**config.mk**
```make
export PLATFORM = sky130hd
export DESIGN_NAME = vram_arbiter
export DESIGN_NICKNAME = d
export VERILOG_FILES = /design/src/rtl/vram_arbiter.sv
export SDC_FILE = /design/constraint.sdc
export NUM_CORES = 1
export LEC_CHECK = 0
export ABC_AREA = 1
export BUFFER_PORTS_ARGS = -buffer_cell sky130_fd_sc_hd__buf_4
export CAP_MARGIN = 20
export CORE_UTILIZATION = 42
export CTS_CLUSTER_SIZE = 10
export DETAILED_ROUTE_END_ITERATION = 10
export GPL_ROUTABILITY_DRIVEN = 0
export PLACE_DENSITY = 0.77
export SLEW_MARGIN = 40
export SYNTH_ARGS = -nofsm -noshare
export SYNTH_HDL_FRONTEND = slang
export SYNTH_SLANG_ARGS = --single-unit
```
**constraint.sdc**
```tcl
create_clock -name pclk -period 1.4 [get_ports pclk]
set_input_delay 0.21 -clock pclk [delete_from_list [all_inputs] [get_ports pclk]]
set_output_delay 0.21 -clock pclk [all_outputs]
set_load 0.03 [all_outputs]
```
**src/rtl/vram_arbiter.sv**
```systemverilog
// -----------------------------------------------------------------------------
// vram_arbiter
//
// Owns the single port of the frame VRAM (12-bit RGB, 2**DW deep, DEPTH used)
// and shares it among three requesters:
//   - display read   : always wins, read data returns one cycle later
//   - fill engine    : writes fill_color to every address 0..DEPTH-1
//   - host writes    : use whatever cycles the display and fill leave free
//
// Ports
//   pclk, rstn        pixel clock, asynchronous active-low reset
//   ven               vertical active from the timing generator
//   disp_ren/raddr    display read request and address
//   disp_rdata        display read data (VRAM data passed straight through)
//   host_wvalid/...   host write handshake, address and RGB data
//   fill_start/color  fill request pulse and fill RGB
//   fill_busy         fill engine armed or writing
//   fill_done         one-cycle pulse after the last fill write
//   oob_err           sticky: accepted host write had address >= DEPTH
//   vram_*            VRAM macro port (synchronous read, 1-cycle latency)
//
// Fill FSM
//   state | meaning
//   IDLE  | no fill in progress, fill_start accepted here only
//   ARM   | fill latched, waiting for the falling edge of ven
//   FILL  | writing color_q at fill_cnt on every cycle the display is idle
//   DONE  | last write issued, fill_done high for this one cycle
// -----------------------------------------------------------------------------
module vram_arbiter #(
  parameter int DW        = 15,
  parameter int H_LEN     = 200,
  parameter int V_LEN     = 150,
  parameter int SYNC_FILL = 1
) (
  input  logic          pclk,
  input  logic          rstn,
  input  logic          ven,
  input  logic          disp_ren,
  input  logic [DW-1:0] disp_raddr,
  output logic [11:0]   disp_rdata,
  input  logic          host_wvalid,
  output logic          host_wready,
  input  logic [DW-1:0] host_waddr,
  input  logic [11:0]   host_wdata,
  input  logic          fill_start,
  input  logic [11:0]   fill_color,
  output logic          fill_busy,
  output logic          fill_done,
  output logic          oob_err,
  output logic [DW-1:0] vram_addr,
  output logic          vram_we,
  output logic [11:0]   vram_wdata,
  input  logic [11:0]   vram_rdata
);

  localparam int            DEPTH   = H_LEN * V_LEN;
  // One extra bit so the range compare cannot overflow when DEPTH == 2**DW.
  localparam logic [DW:0]   DEPTH_X = (DW+1)'(DEPTH);
  localparam logic [DW-1:0] LAST    = DW'(DEPTH - 1);

  typedef enum logic [1:0] {
    IDLE = 2'd0,
    ARM  = 2'd1,
    FILL = 2'd2,
    DONE = 2'd3
  } state_t;

  state_t        state;
  logic [DW-1:0] fill_cnt;
  logic [11:0]   color_q;
  logic          ven_d;

  logic in_fill;
  logic host_xfer;
  logic host_oob;
  logic fill_accept;
  logic ven_fall;

  assign in_fill     = (state == FILL);
  // Gated by rstn so the host never sees an accept while the block is held
  // in reset.
  assign host_wready = rstn && !disp_ren && !in_fill;
  assign host_xfer   = host_wvalid && host_wready;
  assign host_oob    = !({1'b0, host_waddr} < DEPTH_X);
  assign fill_accept = (state == IDLE) && fill_start;
  assign ven_fall    = ven_d && !ven;

  // Display data needs no muxing: only the display ever reads.
  assign disp_rdata = vram_rdata;

  // ---------------------------------------------------------------------------
  // Port mux: display > fill > host.
  // ---------------------------------------------------------------------------
  always_comb begin
    vram_addr  = '0;
    vram_we    = 1'b0;
    vram_wdata = '0;
    if (disp_ren) begin
      vram_addr = disp_raddr;
    end else if (in_fill) begin
      vram_addr  = fill_cnt;
      vram_wdata = color_q;
      vram_we    = 1'b1;
    end else if (host_xfer) begin
      // Out-of-range transfers complete the handshake but never write.
      vram_addr  = host_waddr;
      vram_wdata = host_wdata;
      vram_we    = !host_oob;
    end
  end

  // ---------------------------------------------------------------------------
  // Fill FSM, fill counter and status flags.
  // ---------------------------------------------------------------------------
  always_ff @(posedge pclk or negedge rstn) begin
    if (!rstn) begin
      state     <= IDLE;
      fill_cnt  <= '0;
      color_q   <= '0;
      ven_d     <= 1'b0;
      fill_busy <= 1'b0;
      fill_done <= 1'b0;
      oob_err   <= 1'b0;
    end else begin
      ven_d     <= ven;
      fill_done <= 1'b0;

      // A bad host write in the same cycle as an accepted fill_start is the
      // newer event, so it keeps the flag set.
      if (host_xfer && host_oob) begin
        oob_err <= 1'b1;
      end else if (fill_accept) begin
        oob_err <= 1'b0;
      end

      case (state)
        IDLE: begin
          if (fill_start) begin
            color_q   <= fill_color;
            fill_cnt  <= '0;
            fill_busy <= 1'b1;
            state     <= (SYNC_FILL != 0) ? ARM : FILL;
          end
        end
        ARM: begin
          if (ven_fall) begin
            state <= FILL;
          end
        end
        FILL: begin
          // Display cycles stall the engine; nothing moves.
          if (!disp_ren) begin
            if (fill_cnt == LAST) begin
              state     <= DONE;
              fill_busy <= 1'b0;
              fill_done <= 1'b1;
            end else begin
              fill_cnt <= fill_cnt + 1'b1;
            end
          end
        end
        DONE: begin
          state <= IDLE;
        end
        default: begin
          state     <= IDLE;
          fill_busy <= 1'b0;
        end
      endcase
    end
  end

endmodule

```
==> results of run 1 <==
==> placed cells by master, fill, tap and decap left out, drive strengths merged, types with 2 or more instances in the layout <==
master / n
nor2: 40
dfrtp: 33
clkinvlp: 3
inv: 19
buf: 139
clkinv: 2
nand4: 7
a21oi: 44
ha: 4
xnor2: 2
o21ai: 11
or2: 2
clkbuf: 7
nand3: 20
nand2: 145
xor2: 4
==> what timing repair did <==
item,4_1_cts,5_1_grt
setup buffers,11,2
pin swaps,16,3
hold buffers,1,0
gates resized for setup,103,27
setup endpoints to repair,60,61
cloned,5,3
hold endpoints to repair,33,0
==> area by class of cell <==
type                    count  area [µm²]
clock inverters             3       17.52
well taps                  72       90.09
fillers                   343        1187
flip-flops and latches     33       825.8
repair buffers            142        1380
multi-input cells         284        1814
inverters                  20       81.33
clock buffers               5       68.82
repair inverters            1       7.507
==> kinds of logic (layout without fill, tap and decap cells) <==
| group | after synthesis | after routing | share of synthesized area |
|---|---|---|---|
| fa+ha+maj | 4 | 4 | 0.02103 |
| simple gates | 217 | 217 | 0.3712 |
| xor+xnor | 6 | 6 | 0.02208 |
| flops | 33 | 33 | 0.3470 |
| compound gates | 57 | 57 | 0.1246 |
| buf+inv | 51 | 171 | 0.1141 |
==> power by group <==
| group | switching, µW | internal (µW) | leakage (µW) |
|---|---|---|---|
| Clock | 424 | 344 | 0.0000439 |
| Sequential | 164 | 1180 | 0.000434 |
| Combinational | 2110 | 1950 | 0.00152 |
==> state kept, by name, summed over array words and instances (netlist names) <==
signal / count
fill_done: 1
fill_cnt: 15
state: 2
color_q: 12
fill_busy: 1
ven_d: 1
oob_err: 1
==> worst paths after layout <==
path	startpoint	to	slack [ps]	cells past startpoint
worst max-delay path	state[0]	vram_wdata[6]	-680	8
worst min-delay path	ven	ven_d	30	1
worst max register to register	state[0]	fill_cnt[7]	-430	11
worst min register to register	color_q[1]	color_q[1]	490	2
max in group asynchronous	rstn	fill_cnt[1]	570	3
min in group asynchronous	rstn	fill_cnt[12]	510	3
==> critical path: stages (launching register included) <==
cell	delay, ps
dfrtp_1	410
inv_2	80
ha_4	170
nor3b_4	260
buf_6	140
buf_4	140
nand2_2	70
a21oi_4	160
buf_6	150
==> through the flow <==
| step | cell area, µm² | setup WS [ps] | total power, µW | TNS (ps) | instances |
|---|---|---|---|---|---|
| global placement | 3528 | -235.3 | 3745 | -9284 | 534 |
| global route | 4285 | -728.9 | 6410 | -30300 | 560 |
| finish | 4285 | -683.1 | 6171 | -26730 | 560 |
| CTS | 4144 | -580.4 | 5551 | -19970 | 557 |
| floorplan | 2670 | -205.6 | 2960 | -6093 | 368 |
| detailed placement | 3528 | -283.4 | 3819 | -11400 | 534 |
==> synthesized netlist by cell type, drive strengths merged <==
library cell	instances	area (µm²)
buf	23	163.9
o22ai	1	6.260
nor2	40	155.1
xor2	4	35.03
clkbuf	8	32.53
nand2	145	546.8
nand3	20	100.1
xnor2	2	17.52
nand4	7	43.79
nor3b	1	12.51
inv	20	75.07
dfrtp	33	825.8
nand3b	1	7.510
ha	4	50.05
a21o	1	7.510
or2	2	12.51
o21ai	11	62.56
a21oi	44	220.2
nor3	1	5.000
==> metal layers <==
layer	GRT usage	vias up
met3	0.07500	55
met5	0	-
met1	0.3639	1464
met2	0.5221	221
li1	-	1398
met4	0.1302	0
==> reports/metrics.yaml, run 1 <==
status: "finished, violations left"
failed_checks: "negative setup slack"
drt-total-wl_um: 10120
drt_first_pass_iters: 5
grt_pass1_vias: 2942
cts.clk_slew.worst_paths_ps: 80
hold_ws_ps: 25.02
dpl.hpwl_um: 5302
rsz0062_at_grt: "yes"
port_buffers: 91
final_util: 0.7830
route.detailed.drc: 0
wl_met2_um: 5128
fp.dieW_um: 77.28
h-tree-depth: 2
drv_cap: 0
syn_area_um2: 2380
hold_violations: 0
p_per_area_nw_per_um2: 1440
worst_slew_pin_slew_ps: 562.0
path_max_fanout: 4
ys_seq_area_frac: 0.3470
p_leak_uw: 0.001995
dr_wl_met3_um: 912
synth_seq_cells: 33
ir_drop_uv: 749.5
relSlewSlack: 0.6253
diodes: 0
final_antenna_net_count: 0
core-area_um2: 5473
grt_usage: 0.3063
fin_ws_ps: -683.1
layout_min_cycle_time_ps: 2083
fmax_mhz: 480.1
required_ps: 1190
hold_path_class: "in2reg"
yosysUniqueCellTypes: 28
synthCells: 368
startpoint_type: "flop"
avgSynthCellArea_um2: 6.467
cp.arrival_ps: 1870
vias: 3138
tritoncts: "yes"
clkLatencyLatePin_ps: 300
grt-ovfl-total: 0
fin_crit_sh: 1.488
die_h_um: 77.28
die_area_um2: 5971
critPathCaptureType: "primary output"
vias_per_cell: 5.604
drv_slew: 0
area_growth_pct: 80.07
ys_warn_count: 0
antenna_found_initial: 0
nets: 563
start_util: 0.4348
syn-num-nets: 444
clock-sinks: 33
layout-drive-gt1-share: 0.4959
path_class: "reg2out"
route.detailed.wl_per_inst_um: 18.07
top_layer: "met4"
cts_buffers: 5
first_iter_violations: 366
clock_skew_ps: 4.710
cts_root_buffer: "clkbuf_8"
clockBufferDepth: 2
ios: 116
rows: 27
setup_violations: 61
m1WireLength_um: 3648
grt_max_degree: 34
grt_pass1_wl_um: 13990
Power figures use the tool's default switching activity.
==> inputs of run 2 (changes only) <==
Settings changed: PLACE_DENSITY 0.77 to 0.83.
==> run 2 against run 1 <==
  * The flow still finishes with violations (negative setup slack)
  * Sequential share of layout area grew 0.090 points
  * Global-route usage is 1.9 points higher
  * Non-clock buffer count up 1
  * Hold slack improved by 5.8 ps
  * Sequential cell count stayed put
  * Sequential power about the same
  * Critical path type unchanged
  * Critical endpoint is now vram_wdata[10]
==> reports/metrics.yaml, run 2 (synthesis results as in run 1) <==
hold_path_class: "in2reg"  # unchanged
drv_cap: 0  # unchanged
layout_min_cycle_time_ps: 2123  # was 2083 ps
vias: 3214  # was 3138
grt_max_degree: 34  # unchanged
final_antenna_net_count: 0  # unchanged
route.detailed.drc: 0  # unchanged
status: "finished, violations left"  # unchanged
path_max_fanout: 5  # was 4
port_buffers: 91  # unchanged
final_common_cell: "nand2_1"  # unchanged
hold_violations: 0  # unchanged
fin_ws_ps: -723.3  # was -683.1 ps
failed_checks: "negative setup slack"  # unchanged
final_area_um2: 4265  # was 4285 µm²
die_area_um2: 5971  # unchanged
relSlewSlack: 0.6312  # was 0.6253
clock-sinks: 33  # unchanged
cts_buffers: 5  # unchanged
clock_skew_ps: 4.890  # was 4.710 ps
grt_usage: 0.3249  # was 0.3063
largest_register_ffs: 15  # unchanged
h-tree-depth: 2  # unchanged
grt_pass1_vias: 3005  # was 2942
clockBufferDepth: 2  # unchanged
regMostFlops: "fill_cnt"  # unchanged
startpoint_type: "flop"  # unchanged
pre_cts_slack_ps: -309.9  # was -283.4 ps
route.detailed.wl_per_inst_um: 19.15  # was 18.07 µm
dpl.hpwl_um: 5641  # was 5302 µm
p_leak_uw: 0.001992  # was 0.001995 µW
n_fill_cell: 349  # was 343
first_iter_violations: 346  # was 366
final_cell_mix: "114 x nand2_1, 92 x buf_4, 43 x buf_6"  # was 106 x nand2_1, 93 x buf_4, 37 x buf_6
fin_crit_sh: 1.517  # was 1.488
p_per_area_nw_per_um2: 1428  # was 1440 nW/µm²
path_class: "reg2out"  # unchanged
total_power_uw: 6089  # was 6171 µW
ios: 116  # unchanged
fp.dieW_um: 77.28  # unchanged
grt_pass1_wl_um: 14920  # was 13990 µm
rsz0062_at_grt: "yes"  # unchanged
final_util: 0.7794  # was 0.7830
worst_slew_pin_slew_ps: 553.2  # was 562.0 ps
required_ps: 1190  # about the same
drv_slew: 0  # unchanged
antenna_found_initial: 0  # unchanged
tritoncts: "yes"  # unchanged
diodes: 0  # unchanged
core-area_um2: 5473  # unchanged
dpl_cell_area_um2: 3503  # was 3528 µm²
cp.arrival_ps: 1910  # was 1870 ps
rows: 27  # unchanged
ir_drop_uv: 803.5  # was 749.5 µV
start_util: 0.4348  # unchanged
drt-total-wl_um: 10740  # was 10120 µm
die_h_um: 77.28  # unchanged
clkLatencyLatePin_ps: 300  # about the same
reg_top3: "fill_cnt (15), color_q (12), state (2)"  # unchanged
area_growth_pct: 79.23  # was 80.07%
drt_first_pass_iters: 6  # was 5
setup_violations: 61  # unchanged
critPathCaptureType: "primary output"  # unchanged
layout-drive-gt1-share: 0.4744  # was 0.4959
grt-ovfl-total: 0  # unchanged
fmax_mhz: 471.0  # was 480.1 MHz
nets: 564  # was 563
hold_ws_ps: 30.81  # was 25.02 ps
cts_root_buffer: "clkbuf_8"  # unchanged
vias_per_cell: 5.729  # was 5.604
cts.clk_slew.worst_paths_ps: 80  # about the same
==> run 2: path summary, 6_finish.rpt <==
| kind | startpoint | to | slack (ps) | depth (start not counted) |
|---|---|---|---|---|
| min | ven | ven_d | 30 | 1 |
| max reg2reg | state[0] | fill_cnt[6] | -590 | 12 |
| max in group asynchronous | rstn | fill_cnt[0] | 570 | 3 |
| max | state[0] | vram_wdata[10] | -720 | 8 |
| min reg2reg | color_q[0] | color_q[0] | 490 | 2 |
| min in group asynchronous | rstn | fill_cnt[13] | 500 | 3 |
==> run 2: area by class of cell <==
class,instances,area (µm²),area share
repair inverters,1,7.507,0.001760
well taps,72,90.09,0.02112
repair buffers,143,1345,0.3153
clock buffers,5,68.82,0.01613
clock inverters,3,46.29,0.01085
multi-input cells,284,1798,0.4215
flip-flops and latches,33,825.8,0.1936
inverters,20,83.83,0.01965
==> run 2: what timing repair did <==
item | in CTS | in global routing
resized for setup | 90 | 34
hold endpoints to repair | 33 | 0
endpoints found under the setup margin | 60 | 61
gates cloned | 4 | 2
pin swaps | 15 | 10
buffers inserted | 11 | 3
hold buffers | 1 | 0
==> run 2: worst max-delay path, stage by stage, from the launching register on <==
cell	delay (ps)
dfrtp_1	390
inv_2	90
ha_4	190
nor3b_4	250
buf_6	150
buf_6	120
nand2_1	100
a21oi_4	170
buf_6	150
==> run 2: routing by layer <==
metal / global-route usage / vias up / routed length, µm
li1: - / 1400 / -
met1: 0.3942 / 1495 / 3839
met2: 0.5381 / 249 / 5328
met3: 0.06429 / 70 / 900
met4: 0.1755 / 0 / 672
met5: 0 / - / 0
==> run 2: power breakdown <==
part | internal [µW] | switching [µW] | total [µW]
registers | 1180 | 164 | 1350
logic | 1720 | 2060 | 3780
clock network | 533 | 424 | 957
total | 3440 | 2650 | 6090
==> run 2: per-stage QoR <==
step	TNS, ps	instances
3_5_place_dp	-12210	534
4_1_cts	-22230	558
6_report	-31850	561
5_1_grt	-34140	561
3_3_place_gp	-9416	534
2_1_floorplan	-6093	368
